## config.mk

```make
export PLATFORM = sky130hd
export DESIGN_NAME = shift_sequencer_flat
export DESIGN_NICKNAME = d
export VERILOG_FILES = /design/src/rtl/shift_sequencer_if.sv /design/src/rtl/shift_sequencer.sv /design/src/flat_wrapper.sv
export SDC_FILE = /design/constraint.sdc
export NUM_CORES = 1
export LEC_CHECK = 0
export CAP_MARGIN = 20
export CORE_AREA = 3 3 57 59
export DETAILED_ROUTE_END_ITERATION = 12
export DIE_AREA = 0 0 60 62
export GPL_ROUTABILITY_DRIVEN = 0
export PLACE_DENSITY = 0.57
export SETUP_SLACK_MARGIN = 0.3
export SLEW_MARGIN = 10
export SYNTH_ARGS = -nofsm -noshare
export SYNTH_HDL_FRONTEND = slang
export SYNTH_SLANG_ARGS = --single-unit
export TNS_END_PERCENT = 30
```

## constraint.sdc

```tcl
create_clock -name clock -period 1.6 [get_ports clock]
set_clock_uncertainty 0.1 [all_clocks]
set_input_delay 0.16 -clock clock [delete_from_list [all_inputs] [get_ports clock]]
set_output_delay 0.16 -clock clock [all_outputs]
set_load 0.02 [all_outputs]
```

## src/rtl/shift_sequencer_if.sv

```systemverilog
// Requester/sequencer bundle for shift_sequencer: two parallel-word request
// channels in, serial bit stream and transaction status out.
interface shift_sequencer_if #(
  parameter int WIDTH = 8
);
  logic             req0;
  logic [WIDTH-1:0] data0;
  logic             req1;
  logic [WIDTH-1:0] data1;
  logic             ack0;
  logic             ack1;
  logic             ser_out;
  logic             ser_valid;
  logic             busy;
  logic             done;
  logic             done_id;

  // Requester side: drives requests and words, observes the stream.
  modport master (
    output req0, data0, req1, data1,
    input  ack0, ack1, ser_out, ser_valid, busy, done, done_id
  );

  // Sequencer side.
  modport slave (
    input  req0, data0, req1, data1,
    output ack0, ack1, ser_out, ser_valid, busy, done, done_id
  );
endinterface

```

## src/rtl/shift_sequencer.sv

```systemverilog
// Round-robin sequencer feeding a serial shift chain MSB-first from two requesters.
// Define SHIFT_SEQUENCER_FLUSH_EN to build the zero-flush phase after each payload.
module shift_sequencer #(
  parameter int WIDTH = 8,
  parameter int FLUSH = 4
) (
  input  logic               clock,
  input  logic               clear,
  shift_sequencer_if.slave   bus
);

  localparam int CNT_MAX = (WIDTH > FLUSH) ? WIDTH : FLUSH;
  localparam int CW      = $clog2(CNT_MAX + 1);

  localparam logic [CW-1:0] LAST_BIT   = CW'(WIDTH - 1);
`ifdef SHIFT_SEQUENCER_FLUSH_EN
  localparam logic [CW-1:0] LAST_FLUSH = CW'(FLUSH - 1);
`endif

  typedef enum logic [1:0] {
    S_IDLE  = 2'd0,
    S_SHIFT = 2'd1,
`ifdef SHIFT_SEQUENCER_FLUSH_EN
    S_FLUSH = 2'd2,
`endif
    S_DONE  = 2'd3
  } state_t;

  state_t           state_q, state_d;
  logic [WIDTH-1:0] shreg_q, shreg_d;
  logic [CW-1:0]    cnt_q, cnt_d;
  logic             last_grant_q, last_grant_d;

  // Registered outputs and their next values.
  logic ack0_q, ack0_d;
  logic ack1_q, ack1_d;
  logic ser_out_q, ser_out_d;
  logic ser_valid_q, ser_valid_d;
  logic busy_q, busy_d;
  logic done_q, done_d;
  logic done_id_q, done_id_d;

  // Arbitration: a lone request wins; on contention the one not served last wins.
  logic             grant0, grant1;
  logic [WIDTH-1:0] grant_word;

  assign grant0     = bus.req0 && (!bus.req1 || last_grant_q);
  assign grant1     = bus.req1 && (!bus.req0 || !last_grant_q);
  assign grant_word = grant1 ? bus.data1 : bus.data0;

  always_comb begin
    // NOTE: every variable gets a default before the case so no path leaves
    // one unassigned, which would otherwise infer a latch.
    state_d      = state_q;
    shreg_d      = shreg_q;
    cnt_d        = cnt_q;
    last_grant_d = last_grant_q;
    ack0_d       = 1'b0;
    ack1_d       = 1'b0;
    ser_out_d    = 1'b0;
    ser_valid_d  = 1'b0;
    done_d       = 1'b0;
    done_id_d    = 1'b0;

    case (state_q)
      S_IDLE: begin
        if (grant0 || grant1) begin
          state_d      = S_SHIFT;
          shreg_d      = grant_word;
          cnt_d        = '0;
          last_grant_d = grant1;
          ack0_d       = grant0;
          ack1_d       = grant1;
          // The MSB goes out in the same cycle as the ack.
          ser_out_d    = grant_word[WIDTH-1];
          ser_valid_d  = 1'b1;
        end
      end

      S_SHIFT: begin
        shreg_d = shreg_q << 1;
        if (cnt_q == LAST_BIT) begin
          cnt_d = '0;
`ifdef SHIFT_SEQUENCER_FLUSH_EN
          state_d = S_FLUSH;
`else
          state_d   = S_DONE;
          done_d    = 1'b1;
          done_id_d = last_grant_q;
`endif
        end else begin
          cnt_d       = cnt_q + CW'(1);
          ser_out_d   = shreg_q[WIDTH-2];
          ser_valid_d = 1'b1;
        end
      end

`ifdef SHIFT_SEQUENCER_FLUSH_EN
      S_FLUSH: begin
        if (cnt_q == LAST_FLUSH) begin
          cnt_d     = '0;
          state_d   = S_DONE;
          done_d    = 1'b1;
          done_id_d = last_grant_q;
        end else begin
          cnt_d = cnt_q + CW'(1);
        end
      end
`endif

      S_DONE: begin
        state_d = S_IDLE;
      end

      default: begin
        state_d = S_IDLE;
      end
    endcase

    busy_d = (state_d != S_IDLE);
  end

  // NOTE: sequential state uses non-blocking assignments so every flop samples
  // the pre-edge values regardless of statement order.
  always_ff @(posedge clock or negedge clear) begin
    if (!clear) begin
      state_q      <= S_IDLE;
      shreg_q      <= '0;
      cnt_q        <= '0;
      last_grant_q <= 1'b1;
      ack0_q       <= 1'b0;
      ack1_q       <= 1'b0;
      ser_out_q    <= 1'b0;
      ser_valid_q  <= 1'b0;
      busy_q       <= 1'b0;
      done_q       <= 1'b0;
      done_id_q    <= 1'b0;
    end else begin
      state_q      <= state_d;
      shreg_q      <= shreg_d;
      cnt_q        <= cnt_d;
      last_grant_q <= last_grant_d;
      ack0_q       <= ack0_d;
      ack1_q       <= ack1_d;
      ser_out_q    <= ser_out_d;
      ser_valid_q  <= ser_valid_d;
      busy_q       <= busy_d;
      done_q       <= done_d;
      done_id_q    <= done_id_d;
    end
  end

  assign bus.ack0      = ack0_q;
  assign bus.ack1      = ack1_q;
  assign bus.ser_out   = ser_out_q;
  assign bus.ser_valid = ser_valid_q;
  assign bus.busy      = busy_q;
  assign bus.done      = done_q;
  assign bus.done_id   = done_id_q;

  // Structural invariants of the output protocol.
  a_one_ack : assert property (@(posedge clock) disable iff (!clear)
    !(ack0_q && ack1_q));
  a_valid_busy : assert property (@(posedge clock) disable iff (!clear)
    ser_valid_q |-> busy_q);
  a_done_busy : assert property (@(posedge clock) disable iff (!clear)
    done_q |-> (busy_q && !ser_valid_q));

endmodule

```

## src/flat_wrapper.sv

```systemverilog
// flat-port wrapper written by rule: the top's interface ports become plain ports
module shift_sequencer_flat 
#(
  parameter int WIDTH = 8,
  parameter int FLUSH = 4
)
  (clock, clear, bus_req0, bus_data0, bus_req1, bus_data1, bus_ack0, bus_ack1, bus_ser_out, bus_ser_valid, bus_busy, bus_done, bus_done_id);
  shift_sequencer_if #(.WIDTH(WIDTH)) bus_i ();
  input  logic clock;
  input  logic clear;
  input wire logic [$bits(bus_i.req0)-1:0] bus_req0;
  input wire logic [$bits(bus_i.data0)-1:0] bus_data0;
  input wire logic [$bits(bus_i.req1)-1:0] bus_req1;
  input wire logic [$bits(bus_i.data1)-1:0] bus_data1;
  output wire logic [$bits(bus_i.ack0)-1:0] bus_ack0;
  output wire logic [$bits(bus_i.ack1)-1:0] bus_ack1;
  output wire logic [$bits(bus_i.ser_out)-1:0] bus_ser_out;
  output wire logic [$bits(bus_i.ser_valid)-1:0] bus_ser_valid;
  output wire logic [$bits(bus_i.busy)-1:0] bus_busy;
  output wire logic [$bits(bus_i.done)-1:0] bus_done;
  output wire logic [$bits(bus_i.done_id)-1:0] bus_done_id;
  assign bus_i.req0 = bus_req0;
  assign bus_i.data0 = bus_data0;
  assign bus_i.req1 = bus_req1;
  assign bus_i.data1 = bus_data1;
  assign bus_ack0 = bus_i.ack0;
  assign bus_ack1 = bus_i.ack1;
  assign bus_ser_out = bus_i.ser_out;
  assign bus_ser_valid = bus_i.ser_valid;
  assign bus_busy = bus_i.busy;
  assign bus_done = bus_i.done;
  assign bus_done_id = bus_i.done_id;
  shift_sequencer #(.WIDTH(WIDTH), .FLUSH(FLUSH)) u_core (.clock(clock), .clear(clear), .bus(bus_i));
endmodule
```

==> flow_metrics.py, run 1 <==
metrics = {
    "run_status": {
        "outcome": "completed",
    },
    "power_and_ir_drop": {
        "power_uw": 2043,
        "p_leak_uw": 0.0006652,
        "vdd_ir_drop_max_mv": 0.8858,
        "power_density_nw_per_um2": 1508,
    },
    "clock_network": {
        "cts_buffers": 3,
        "postCtsHoldBufs": 0,
        "cts_buffer_depth": 2,
        "clock-root-buffer": "clkbuf_4",
        "cts_sinks": 21,
        "clk_latency_ps": 300,
        "cts.reportedPaths.clkPinSlew_ps": 120,
        "cts_tree": "done",
        "cts-htree-levels": 1,
    },
    "timing": {
        "setup_viol": 0,
        "finalCriticalPeriod_ps": 1417,
        "rsz0062_at_grt": "yes",
        "worst-slew-pin-transition_ps": 442.2,
        "finalHoldViolations": 0,
        "drv_slew": 0,
        "period_share_pct": 88.55,
        "clock.fmax_mhz": 705.8,
        "relSlewSlack_pct": 70.36,
    },
    "floorplan": {
        "die_y_um": 62,
        "die_w_um": 60,
        "dieArea_um2": 3720,
        "io_pins": 27,
        "initial_utilization_pct": 34.57,
        "num_rows": 19,
        "coreArea_um2": 2758,
    },
    "final_layout": {
        "final_area_um2": 1355,
        "nets": 140,
        "drive_above_1_share_pct": 18.64,
        "area_growth_pct": 42.13,
        "fin_util_pct": 49.14,
        "diodes": 0,
    },
    "placed_design": {
        "port_buffers": 26,
        "placed_area_um2": 1270,
        "hpwl_um": 1529,
    },
    "synthesis": {
        "ys.flop_type": "dfrtp_1",
        "netlist-cell-type-count": 29,
        "syn_area_um2": 953.4,
        "synthTopCellsByCount": "dfrtp_1 (20), mux2i_1 (8), nor2_1 (8), a21oi_1 (7)",
        "synth-edff-count": 0,
        "synth_area_leader_cell": "dfrtp_1",
        "synthTopCellsByArea": "dfrtp_1 (52%), mux2i_1 (8.4%), a211oi_1 (3.9%), a21oi_1 (3.7%), nor2_1 (3.1%)",
        "synth_nets": 106,
        "synth.most_common_cell": "dfrtp_1",
        "synth_top_area_share_pct": 52.49,
        "syn_avg_cell_area_um2": 11.22,
        "ys_ff_latch": 21,
        "synth_seq_area_share_pct": 55.25,
        "synth_cells": 85,
        "yosysWarnings": 0,
        "async_reset_ff_share_pct": 100.0,
    },
    "setup_path": {
        "required_ps": 1710,
        "worstPathMaxFanout": 4,
        "worstSetupPathType": "register to register",
        "crit_arrival_ps": 1530,
        "start_kind": "register",
        "endpoint_kind": "register",
    },
    "grt": {
        "grt_pass1_vias": 715,
        "grt_max_degree": 22,
        "grt_usage_pct": 12.24,
        "antenna_found_initial": 0,
        "overflow": 0,
        "grt_pass1_wl_um": 3360,
    },
    "routing": {
        "initialDrtViolationCount": 13,
        "first_pass_iters": 4,
        "drt_wl_total_um": 2010,
        "drc": 0,
        "via_per_inst": 4.886,
        "ant_nets": 0,
        "post_drt_wl_per_cell_um": 13.49,
        "vias": 728,
    },
    "hold_path": {
        "min_path_type": "primary input to asynchronous set/reset pin",
    },
    "run": {
        "maxCapViolations": 0,
    },
}
metal layers:
layer	vias up	part of all wire [%]	track usage, %
met5	-	0	0
met2	21	48	20.83
met3	2	5.7	3.719
met4	0	0.65	2.848
met1	335	46	15.32
li1	370	-	-
final timing paths:
path	cells past startpoint	from	to	slack, ps
hold reg to reg	1	u_core.shreg_q[0]	u_core.shreg_q[0]	420
hold / removal	2	clear	u_core.state_q[0]	80
setup reg to reg	4	u_core.cnt_q[0]	u_core.bus.ser_out	180
setup / recovery	4	u_core.cnt_q[0]	u_core.bus.ser_out	180
max in group asynchronous	2	clear	u_core.last_grant_q	1050
min in group clock	2	bus_req1	u_core.bus.ack0	210
registers in the layout, summed over array words and instances, names as in the netlist:
name and cells:
u_core.bus.ack0 1, u_core.bus.ack1 1, u_core.shreg_q 7, u_core.last_grant_q 1, u_core.bus.done 1, u_core.state_q 2, u_core.bus.busy 1, u_core.bus.done_id 1
u_core.bus.ser_valid 1, u_core.cnt_q 4, u_core.bus.ser_out 1
cell type report:
cell class / count / area, µm²
clock inverters: 1 / 5.005
fillers: 266 / 1403
clock buffers: 3 / 22.52
inverters: 5 / 18.77
well taps: 31 / 38.79
multi-input cells: 56 / 421.7
flip-flops and latches: 21 / 528.0
repair buffers: 32 / 320.3
where the power goes:
group / switching [µW] / leakage [µW] / internal, µW / total (µW)
Combinational: 460 / 0.000390 / 431 / 892
Clock: 165 / 0.0000177 / 93.3 / 258
Sequential: 149 / 0.000258 / 745 / 893
kinds of logic (layout without fill, tap and decap cells):
group	Yosys count	in the layout	share of synthesized area [%]
xor gates and xnor gates	2	2	1.838
muxes	8	8	8.399
AOI/OAI and AO/OA	23	23	17.19
buffers and inverters	8	41	4.067
adders and majority gates	1	1	1.312
DFF	21	21	55.25
and+or+nand+nor	22	22	11.94
cells in the final DEF (no fill, tap or decap), drive strengths merged:
master,count
ha,1
a22o,2
or3,1
nor2,8
nand2b,1
dfstp,1
o2bb2ai,2
a21boi,1
nand3b,1
nor3b,1
a21oi,7
o21ai,3
a221oi,1
dlygate4sd2,3
nand2,4
a211oi,5
dlymetal6s2s,6
clkdlybuf4s50,17
nand3,1
dfrtp,20
nor3,3
mux2i,8
clkinv,1
o32ai,1
xor2,2
and2,1
nor2b,1
inv,5
clkbuf,3
a31oi,1
buf,6
through the flow:
stage / hold slack, ps / cells / setup slack [ps] / TNS (ps)
2_1_floorplan: -235.6 / 85 / 305.0 / 0
3_3_place_gp: 386.6 / 144 / -208.6 / -1429
3_5_place_dp: 386.7 / 144 / -290.6 / -1829
4_1_cts: 77.47 / 149 / 78.23 / 0
5_1_grt: 96.65 / 149 / 55.64 / 0
6_report: 84.11 / 149 / 183.2 / 0
worst max-delay path, stage by stage (launching register included):
cell      delay (ps)
dfrtp_1          440
ha_1             240
nand3b_1         160
nand2_1          130
o32ai_1          250
what timing repair did:
item	4_1_cts	5_1_grt
pin swaps	6	0
cloned	0	0
gates resized for setup	12	6
setup buffers	1	0
endpoints found under the setup margin	20	20
Power figures use the tool's default switching activity.
==> inputs of run 2 (changes only) <==
Settings changed: CTS_BUF_LIST from default to sky130_fd_sc_hd__clkbuf_2 sky130_fd_sc_hd__clkbuf_4 sky130_fd_sc_hd__clkbuf_8.
==> results of run 2 <==
The final DEF is identical to that of run 1; final timing and power are the same.
